File: src/rtl/ahb_param_arbiter.sv
// ahb_param_arbiter
//   Parametrised AHB bus arbiter. It grants one of NUM_MASTERS requesters
//   ownership of the shared address/write-data path.
//   Two selection policies are available: fixed priority, where the lowest
//   index wins, or round-robin. The arbiter also supports bus locking and a
//   grant-hold timeout.
//
//   Every release goes through exactly one IDLE cycle with all grants low.
//   timeout_pulse and err_pulse are registered, so each one is high during
//   the first IDLE cycle that follows the release it reports.
//
// Ports
//   hclk, hresetn   clock (rising edge), asynchronous active-low reset
//   hreq[N]         per-master bus request
//   hlock[N]        per-master lock; the owner keeps the bus across completions
//   sel_in[N*SEL_W] per-master slave select, master i at [i*SEL_W +: SEL_W]
//   hready_out      ready from the selected slave
//   hresp           response from the selected slave (1 = error)
//   hgrant[N]       one-hot grant (registered)
//   sel[SEL_W]      slave select captured at grant entry (registered)
//   hmaster[MIDX_W] index of the current owner (registered)
//   busy            high while a grant is active
//   timeout_pulse   one-cycle pulse after a MAX_HOLD forced release
//   err_pulse       one-cycle pulse after an error completion
module ahb_param_arbiter #(
  parameter int NUM_MASTERS = 4,
  parameter int SEL_W       = 2,
  parameter int RR_MODE     = 1,
  parameter int MAX_HOLD    = 16,
  parameter int MIDX_W      = 2
) (
  input  logic                         hclk,
  input  logic                         hresetn,
  input  logic [NUM_MASTERS-1:0]       hreq,
  input  logic [NUM_MASTERS-1:0]       hlock,
  input  logic [NUM_MASTERS*SEL_W-1:0] sel_in,
  input  logic                         hready_out,
  input  logic                         hresp,
  output logic [NUM_MASTERS-1:0]       hgrant,
  output logic [SEL_W-1:0]             sel,
  output logic [MIDX_W-1:0]            hmaster,
  output logic                         busy,
  output logic                         timeout_pulse,
  output logic                         err_pulse
);

  localparam int HCNT_W = (MAX_HOLD > 0) ? $clog2(MAX_HOLD + 1) : 1;
  localparam logic [HCNT_W-1:0] HOLD_LAST = (MAX_HOLD > 0) ? HCNT_W'(MAX_HOLD - 1) : '0;

  typedef enum logic [1:0] {
    IDLE  = 2'd0,
    GRANT = 2'd1
  } state_t;

  state_t                   state, state_n;
  logic [NUM_MASTERS-1:0]   hgrant_n;
  logic [SEL_W-1:0]         sel_n;
  logic [MIDX_W-1:0]        hmaster_n;
  logic                     busy_n;
  logic                     timeout_pulse_n;
  logic                     err_pulse_n;
  logic [HCNT_W-1:0]        hold_cnt, hold_cnt_n;
  logic [MIDX_W-1:0]        rr_ptr, rr_ptr_n;

  logic                     tr_done;
  logic                     err_done;
  logic                     timeout_hit;
  logic                     owner_lock;
  logic [NUM_MASTERS-1:0]   lock_sh;
  logic [MIDX_W-1:0]        win;
  logic                     any_req;
  logic [NUM_MASTERS*SEL_W-1:0] sel_sh;
  logic [SEL_W-1:0]         sel_win;

  assign tr_done  = hready_out & ~hresp;
  assign err_done = hready_out & hresp;

  // Shifts rather than variable bit-selects keep index widths independent of
  // NUM_MASTERS.
  assign lock_sh    = hlock >> hmaster;
  assign owner_lock = lock_sh[0];
  assign sel_sh     = sel_in >> (32'(win) * SEL_W);
  assign sel_win    = sel_sh[SEL_W-1:0];

  assign timeout_hit = (MAX_HOLD != 0) && (hold_cnt == HOLD_LAST) && !tr_done;

  // The round-robin search starts one past the last winner, wrapping modulo
  // NUM_MASTERS. Fixed priority scans upward from index 0.
  always_comb begin
    int unsigned            idx;
    logic [NUM_MASTERS-1:0] req_sh;
    win     = '0;
    any_req = 1'b0;
    idx     = 0;
    req_sh  = '0;
    for (int unsigned k = 0; k < NUM_MASTERS; k++) begin
      if (RR_MODE != 0) idx = (32'(rr_ptr) + k + 1) % NUM_MASTERS;
      else              idx = k;
      req_sh = hreq >> idx;
      if (!any_req && req_sh[0]) begin
        any_req = 1'b1;
        win     = MIDX_W'(idx);
      end
    end
  end

  always_comb begin
    state_n         = state;
    hgrant_n        = hgrant;
    sel_n           = sel;
    hmaster_n       = hmaster;
    busy_n          = busy;
    timeout_pulse_n = 1'b0;
    err_pulse_n     = 1'b0;
    hold_cnt_n      = hold_cnt;
    rr_ptr_n        = rr_ptr;
    case (state)
      IDLE: begin
        hgrant_n = '0;
        busy_n   = 1'b0;
        if (any_req) begin
          state_n    = GRANT;
          hgrant_n   = NUM_MASTERS'(1) << win;
          hmaster_n  = win;
          sel_n      = sel_win;
          busy_n     = 1'b1;
          hold_cnt_n = '0;
          rr_ptr_n   = win;
        end
      end
      GRANT: begin
        if (timeout_hit) begin
          state_n         = IDLE;
          hgrant_n        = '0;
          busy_n          = 1'b0;
          timeout_pulse_n = 1'b1;
        end else if (err_done) begin
          state_n     = IDLE;
          hgrant_n    = '0;
          busy_n      = 1'b0;
          err_pulse_n = 1'b1;
        end else if (tr_done && owner_lock) begin
          hold_cnt_n = '0;
        end else if (tr_done) begin
          state_n  = IDLE;
          hgrant_n = '0;
          busy_n   = 1'b0;
        end else if (hold_cnt != '1) begin
          hold_cnt_n = hold_cnt + 1'b1;
        end
      end
      default: begin
        state_n  = IDLE;
        hgrant_n = '0;
        busy_n   = 1'b0;
      end
    endcase
  end

  always_ff @(posedge hclk or negedge hresetn) begin
    if (!hresetn) begin
      state         <= IDLE;
      hgrant        <= '0;
      sel           <= '0;
      hmaster       <= '0;
      busy          <= 1'b0;
      timeout_pulse <= 1'b0;
      err_pulse     <= 1'b0;
      hold_cnt      <= '0;
      rr_ptr        <= MIDX_W'(NUM_MASTERS - 1);
    end else begin
      state         <= state_n;
      hgrant        <= hgrant_n;
      sel           <= sel_n;
      hmaster       <= hmaster_n;
      busy          <= busy_n;
      timeout_pulse <= timeout_pulse_n;
      err_pulse     <= err_pulse_n;
      hold_cnt      <= hold_cnt_n;
      rr_ptr        <= rr_ptr_n;
    end
  end

endmodule
File: config.mk
export PLATFORM = sky130hd
export DESIGN_NAME = ahb_param_arbiter
export DESIGN_NICKNAME = d
export VERILOG_FILES = /design/src/rtl/ahb_param_arbiter.sv
export SDC_FILE = /design/constraint.sdc
export NUM_CORES = 1
export LEC_CHECK = 0
export BUFFER_PORTS_ARGS = -buffer_cell sky130_fd_sc_hd__buf_2
export CORE_MARGIN = 8
export CORE_UTILIZATION = 53
export DETAILED_ROUTE_END_ITERATION = 8
export PLACE_DENSITY_LB_ADDON = 0.15
export SLEW_MARGIN = 10
export SYNTH_ARGS = -nofsm -noshare
export SYNTH_HDL_FRONTEND = slang
export SYNTH_SLANG_ARGS = --single-unit
File: constraint.sdc
create_clock -name hclk -period 5.9 [get_ports hclk]
set_clock_uncertainty 0.05 [all_clocks]
set_input_delay 1.18 -clock hclk [delete_from_list [all_inputs] [get_ports hclk]]
set_output_delay 1.18 -clock hclk [all_outputs]
set_load 0.01 [all_outputs]
==> load_flow_metrics.sql <==
INSERT INTO impl_metrics (metric_group, metric, value, unit) VALUES
('worst_setup_path', 'crit_required', '6.04', 'ns'),
('floorplan', 'rows', '15', ''),
('pwr', 'post-layout-total-power', '0.513', 'mW'),
('clock_network', 'cts-root-to-sink-buffers', '2', ''),
('logic_synthesis', 'netlist_area', '1000', 'um2'),
('drt', 'routed_wire_length_per_instance', '15.2', 'um'),
('worst_setup_path', 'crit_path_max_fanout', '9', ''),
('finish', 'nNetsFinal', '149', ''),
('worst_setup_path', 'crit_arrival', '2.55', 'ns'),
('sta', 'tightestPinTransition', '0.559', 'ns'),
('floorplan', 'floorplan.initialDensity', '0.573', ''),
('sta', 'fmax', '415', 'MHz'),
('drt', 'route.vias.total', '851', ''),
('global_routing', 'met1_usage', '0.154', ''),
('global_routing', 'number_of_global_route_vias_before_repair', '920', ''),
('drt', 'drt_pre_antenna_iters', '4', ''),
('sta', 'worst_slew_margin_rel', '0.624', ''),
('pwr', 'power.static_leakage', '0.606', 'nW'),
('sta', 'setup_tns_after_final_layout', '0', 'ns'),
('status', 'run_status', 'complete, no violations', ''),
('worst_setup_path', 'worst-path-buf-inv', '1', ''),
('pwr', 'p_per_area', '427', 'nW/um2'),
('worst_setup_path', 'crit_path_cell_trace', 'buf_2 > nand2b_1 > a21boi_2 > o21ai_4 > mux2_4 > a221o_1', ''),
('sta', 'finalHoldViolCount', '0', ''),
('worst_setup_path', 'worst_setup_sp_type', 'primary input', ''),
('drt', 'drc', '0', ''),
('worst_setup_path', 'criticalPathCategory', 'primary input to register', ''),
('drt', 'ant_nets', '0', ''),
('logic_synthesis', 'yosysUniqueCellTypes', '34', ''),
('logic_synthesis', 'syn_nets', '116', ''),
('logic_synthesis', 'synth-seq-area-share', '0.478', ''),
('floorplan', 'die_x', '59.5', 'um'),
('global_routing', 'global_route_usage_over_all_layers', '0.143', ''),
('finish', 'area_growth', '20.0', '%'),
('logic_synthesis', 'syn-instance-count', '93', ''),
('drt', 'drt_iter0_drc', '19', ''),
('clock_network', 'ctsHoldBuffers', '0', ''),
('job', 'cap_violations', '0', ''),
('sta', 'report.final.slew_viol_count', '0', ''),
('global_routing', 'grt_antenna_before_repair', '0', ''),
('floorplan', 'core_area', '1750', 'um2'),
('global_routing', 'grt_pass1_wl', '3890', 'um'),
('drt', 'avgViaCountPerCell', '5.67', ''),
('clock_network', 'clk_latency', '0.29', 'ns'),
('worst_setup_path', 'critical-path-slowest-cell', 'sky130_fd_sc_hd__mux2_4', ''),
('sta', 'post-route-period-util', '0.409', ''),
('global_routing', 'gr-usage-met3', '0.0477', ''),
('floorplan', 'io-pin-count', '31', ''),
('finish', 'final_design_utilization', '0.688', ''),
('logic_synthesis', 'yosys_warnings', '0', ''),
('floorplan', 'design.die.area', '3540', 'um2'),
('min_path', 'hold_path.class', 'register to register', ''),
('global_routing', 'grt_start_max_net_pins', '20', ''),
('clock_network', 'postCtsResizedCells', '0', ''),
('logic_synthesis', 'syn_avg_cell_area', '10.8', 'um2'),
('clock_network', 'cts.reportedPaths.clkPinSlew', '0.10', 'ns'),
('pwr', 'vdd.ir_drop.worst', '0.302', 'mV'),
('place', 'place.gp.congestion', '0.777', ''),
('worst_setup_path', 'worst_path_largest_cell_delay', '0.33', 'ns'),
('place', 'post-dp-hpwl', '1740', 'um'),
('worst_setup_path', 'end_kind', 'register', ''),
('clock_network', 'root_buffer', 'sky130_fd_sc_hd__clkbuf_4', ''),
('clock_network', 'cts_max_level', '1', ''),
('finish', 'insertedDiodeCount', '0', ''),
('sta', 'rsz0062_at_grt', 'no', ''),
('clock_network', 'postCtsSetupRepairBufs', '0', ''),
('clock_network', 'cts_inserted_buffers', '3', ''),
('place', 'io_buffers', '30', ''),
('clock_network', 'cts_sinks', '19', ''),
('global_routing', 'grt_busiest_layer', 'met2', ''),
('sta', 'finalSetupViolations', '0', ''),
('worst_setup_path', 'timing.critical_path.max_delay_family', 'compound AO/OA/AOI/OAI gates', ''),
('sta', 'period_minus_slack', '2.41', 'ns'),
('global_routing', 'grt_overflow', '0', ''),
('floorplan', 'die_h', '59.5', 'um'),
('global_routing', 'grt.met2_usage', '0.243', ''),
('logic_synthesis', 'flops_latches_synth', '19', ''),
('finish', 'drive_gt1_frac', '0.368', ''),
('drt', 'drt-total-wl', '2290', 'um'),
('clock_network', 'cts_tree', 'built', '');
placed cells by master, fill, tap and decap left out, types with 2 or more instances in the layout:
| cell | n |
|---|---|
| sky130_fd_sc_hd__and3_1 | 2 |
| sky130_fd_sc_hd__a221o_1 | 2 |
| sky130_fd_sc_hd__nand3_1 | 7 |
| sky130_fd_sc_hd__dfstp_2 | 2 |
| sky130_fd_sc_hd__nand2b_1 | 4 |
| sky130_fd_sc_hd__nand2_1 | 7 |
| sky130_fd_sc_hd__a32o_1 | 2 |
| sky130_fd_sc_hd__clkbuf_4 | 3 |
| sky130_fd_sc_hd__buf_2 | 30 |
| sky130_fd_sc_hd__a21o_1 | 3 |
| sky130_fd_sc_hd__ha_1 | 3 |
| sky130_fd_sc_hd__a21o_2 | 2 |
| sky130_fd_sc_hd__o21ai_0 | 5 |
| sky130_fd_sc_hd__mux2i_1 | 3 |
| sky130_fd_sc_hd__dfrtp_1 | 17 |
| sky130_fd_sc_hd__o21a_1 | 2 |
| sky130_fd_sc_hd__mux2_4 | 2 |
| sky130_fd_sc_hd__nor2_1 | 11 |
flip-flops by register name (all words and copies together), names as in the netlist:
signal         count
rr_ptr             2
busy               1
timeout_pulse      1
state              1
hold_cnt           5
sel                2
hgrant             4
hmaster            2
err_pulse          1
cell families (layout without fill, tap and decap cells):
group | Yosys count | in the layout | share of synthesized area
AOI/OAI and AO/OA | 24 | 24 | 0.201
adders and majority gates | 3 | 3 | 0.0375
buffers and inverters | 3 | 35 | 0.0112
DFF | 19 | 19 | 0.478
muxes | 6 | 6 | 0.0825
and+or+nand+nor | 38 | 38 | 0.190
layer usage:
metal,share of wire,wire length (um)
met1,0.42,953
met2,0.50,1150
met3,0.066,151
met4,0.014,32
met5,0,0
tightest hold or removal path: stages (launching register included):
cell	delay, ns
sky130_fd_sc_hd__dfrtp_1	0.36
sky130_fd_sc_hd__nand2_1	0.05
sky130_fd_sc_hd__nand2_1	0.06
power breakdown:
group	internal, mW	total (mW)	switching [mW]
Clock	0.0263	0.0643	0.0380
Combinational	0.106	0.225	0.118
Sequential	0.183	0.225	0.0420
Total	0.315	0.513	0.198
synth_stat cells:
master	instances	share of area
sky130_fd_sc_hd__o31ai_1	1	0.0075
sky130_fd_sc_hd__o21ai_4	1	0.016
sky130_fd_sc_hd__o21a_1	2	0.015
sky130_fd_sc_hd__mux2i_1	3	0.030
sky130_fd_sc_hd__nand2b_1	4	0.025
sky130_fd_sc_hd__dfstp_2	2	0.052
sky130_fd_sc_hd__a21oi_2	1	0.0088
sky130_fd_sc_hd__nor3_1	1	0.0050
sky130_fd_sc_hd__inv_1	1	0.0037
sky130_fd_sc_hd__and4_1	1	0.0088
sky130_fd_sc_hd__a22o_2	1	0.010
sky130_fd_sc_hd__a21o_2	2	0.018
sky130_fd_sc_hd__a21boi_2	1	0.011
sky130_fd_sc_hd__nand2_1	7	0.026
sky130_fd_sc_hd__o22a_2	1	0.010
sky130_fd_sc_hd__nor2b_1	1	0.0063
sky130_fd_sc_hd__nor2_1	11	0.041
sky130_fd_sc_hd__ha_1	3	0.038
sky130_fd_sc_hd__a31o_2	1	0.0088
sky130_fd_sc_hd__and4b_1	1	0.010
sky130_fd_sc_hd__dfrtp_1	17	0.43
sky130_fd_sc_hd__mux4_2	1	0.022
sky130_fd_sc_hd__a221o_1	2	0.020
sky130_fd_sc_hd__nand3b_1	1	0.0075
sky130_fd_sc_hd__and3_1	2	0.012
sky130_fd_sc_hd__or2_1	1	0.0063
sky130_fd_sc_hd__nand3_1	7	0.035
sky130_fd_sc_hd__o21ai_0	5	0.025
sky130_fd_sc_hd__a21o_1	3	0.022
sky130_fd_sc_hd__a32o_1	2	0.020
sky130_fd_sc_hd__clkbuf_1	2	0.0075
sky130_fd_sc_hd__o2bb2ai_1	1	0.0088
sky130_fd_sc_hd__and2_1	1	0.0063
sky130_fd_sc_hd__mux2_4	2	0.030
final timing paths:
| kind | start | end | slack [ns] | cells after the start |
|---|---|---|---|---|
| worst max-delay path | hreq[2] | sel[1] | 3.49 | 6 |
| worst min-delay path | busy | busy | 0.44 | 2 |
| worst max register to register | hold_cnt[0] | hold_cnt[3] | 3.68 | 8 |
| worst min register to register | busy | busy | 0.44 | 2 |
| max in group asynchronous | hresetn | rr_ptr[1] | 4.72 | 1 |
| min in group asynchronous | hresetn | hgrant[1] | 0.75 | 1 |
area by class of cell:
type | instances | area, um2
Clock buffer | 4 | 26.3
Fill cell | 149 | 544
Inverter | 1 | 3.75
Multi-Input combinational cell | 71 | 512
Sequential cell | 19 | 478
Tap cell | 25 | 31.3
Timing Repair Buffer | 30 | 150
metrics by stage:
stage | std cells | setup WS [ns] | instance area (um2) | hold WS [ns]
after floorplan | 93 | 3.39 | 1000 | 0.399
after global placement | 146 | 3.21 | 1170 | 0.408
after detailed placement | 146 | 3.17 | 1170 | 0.413
after CTS | 150 | 3.48 | 1200 | 0.441
after global routing | 150 | 3.42 | 1200 | 0.468
final | 150 | 3.49 | 1200 | 0.440
Note: power is estimated with default switching activity, not from simulation.
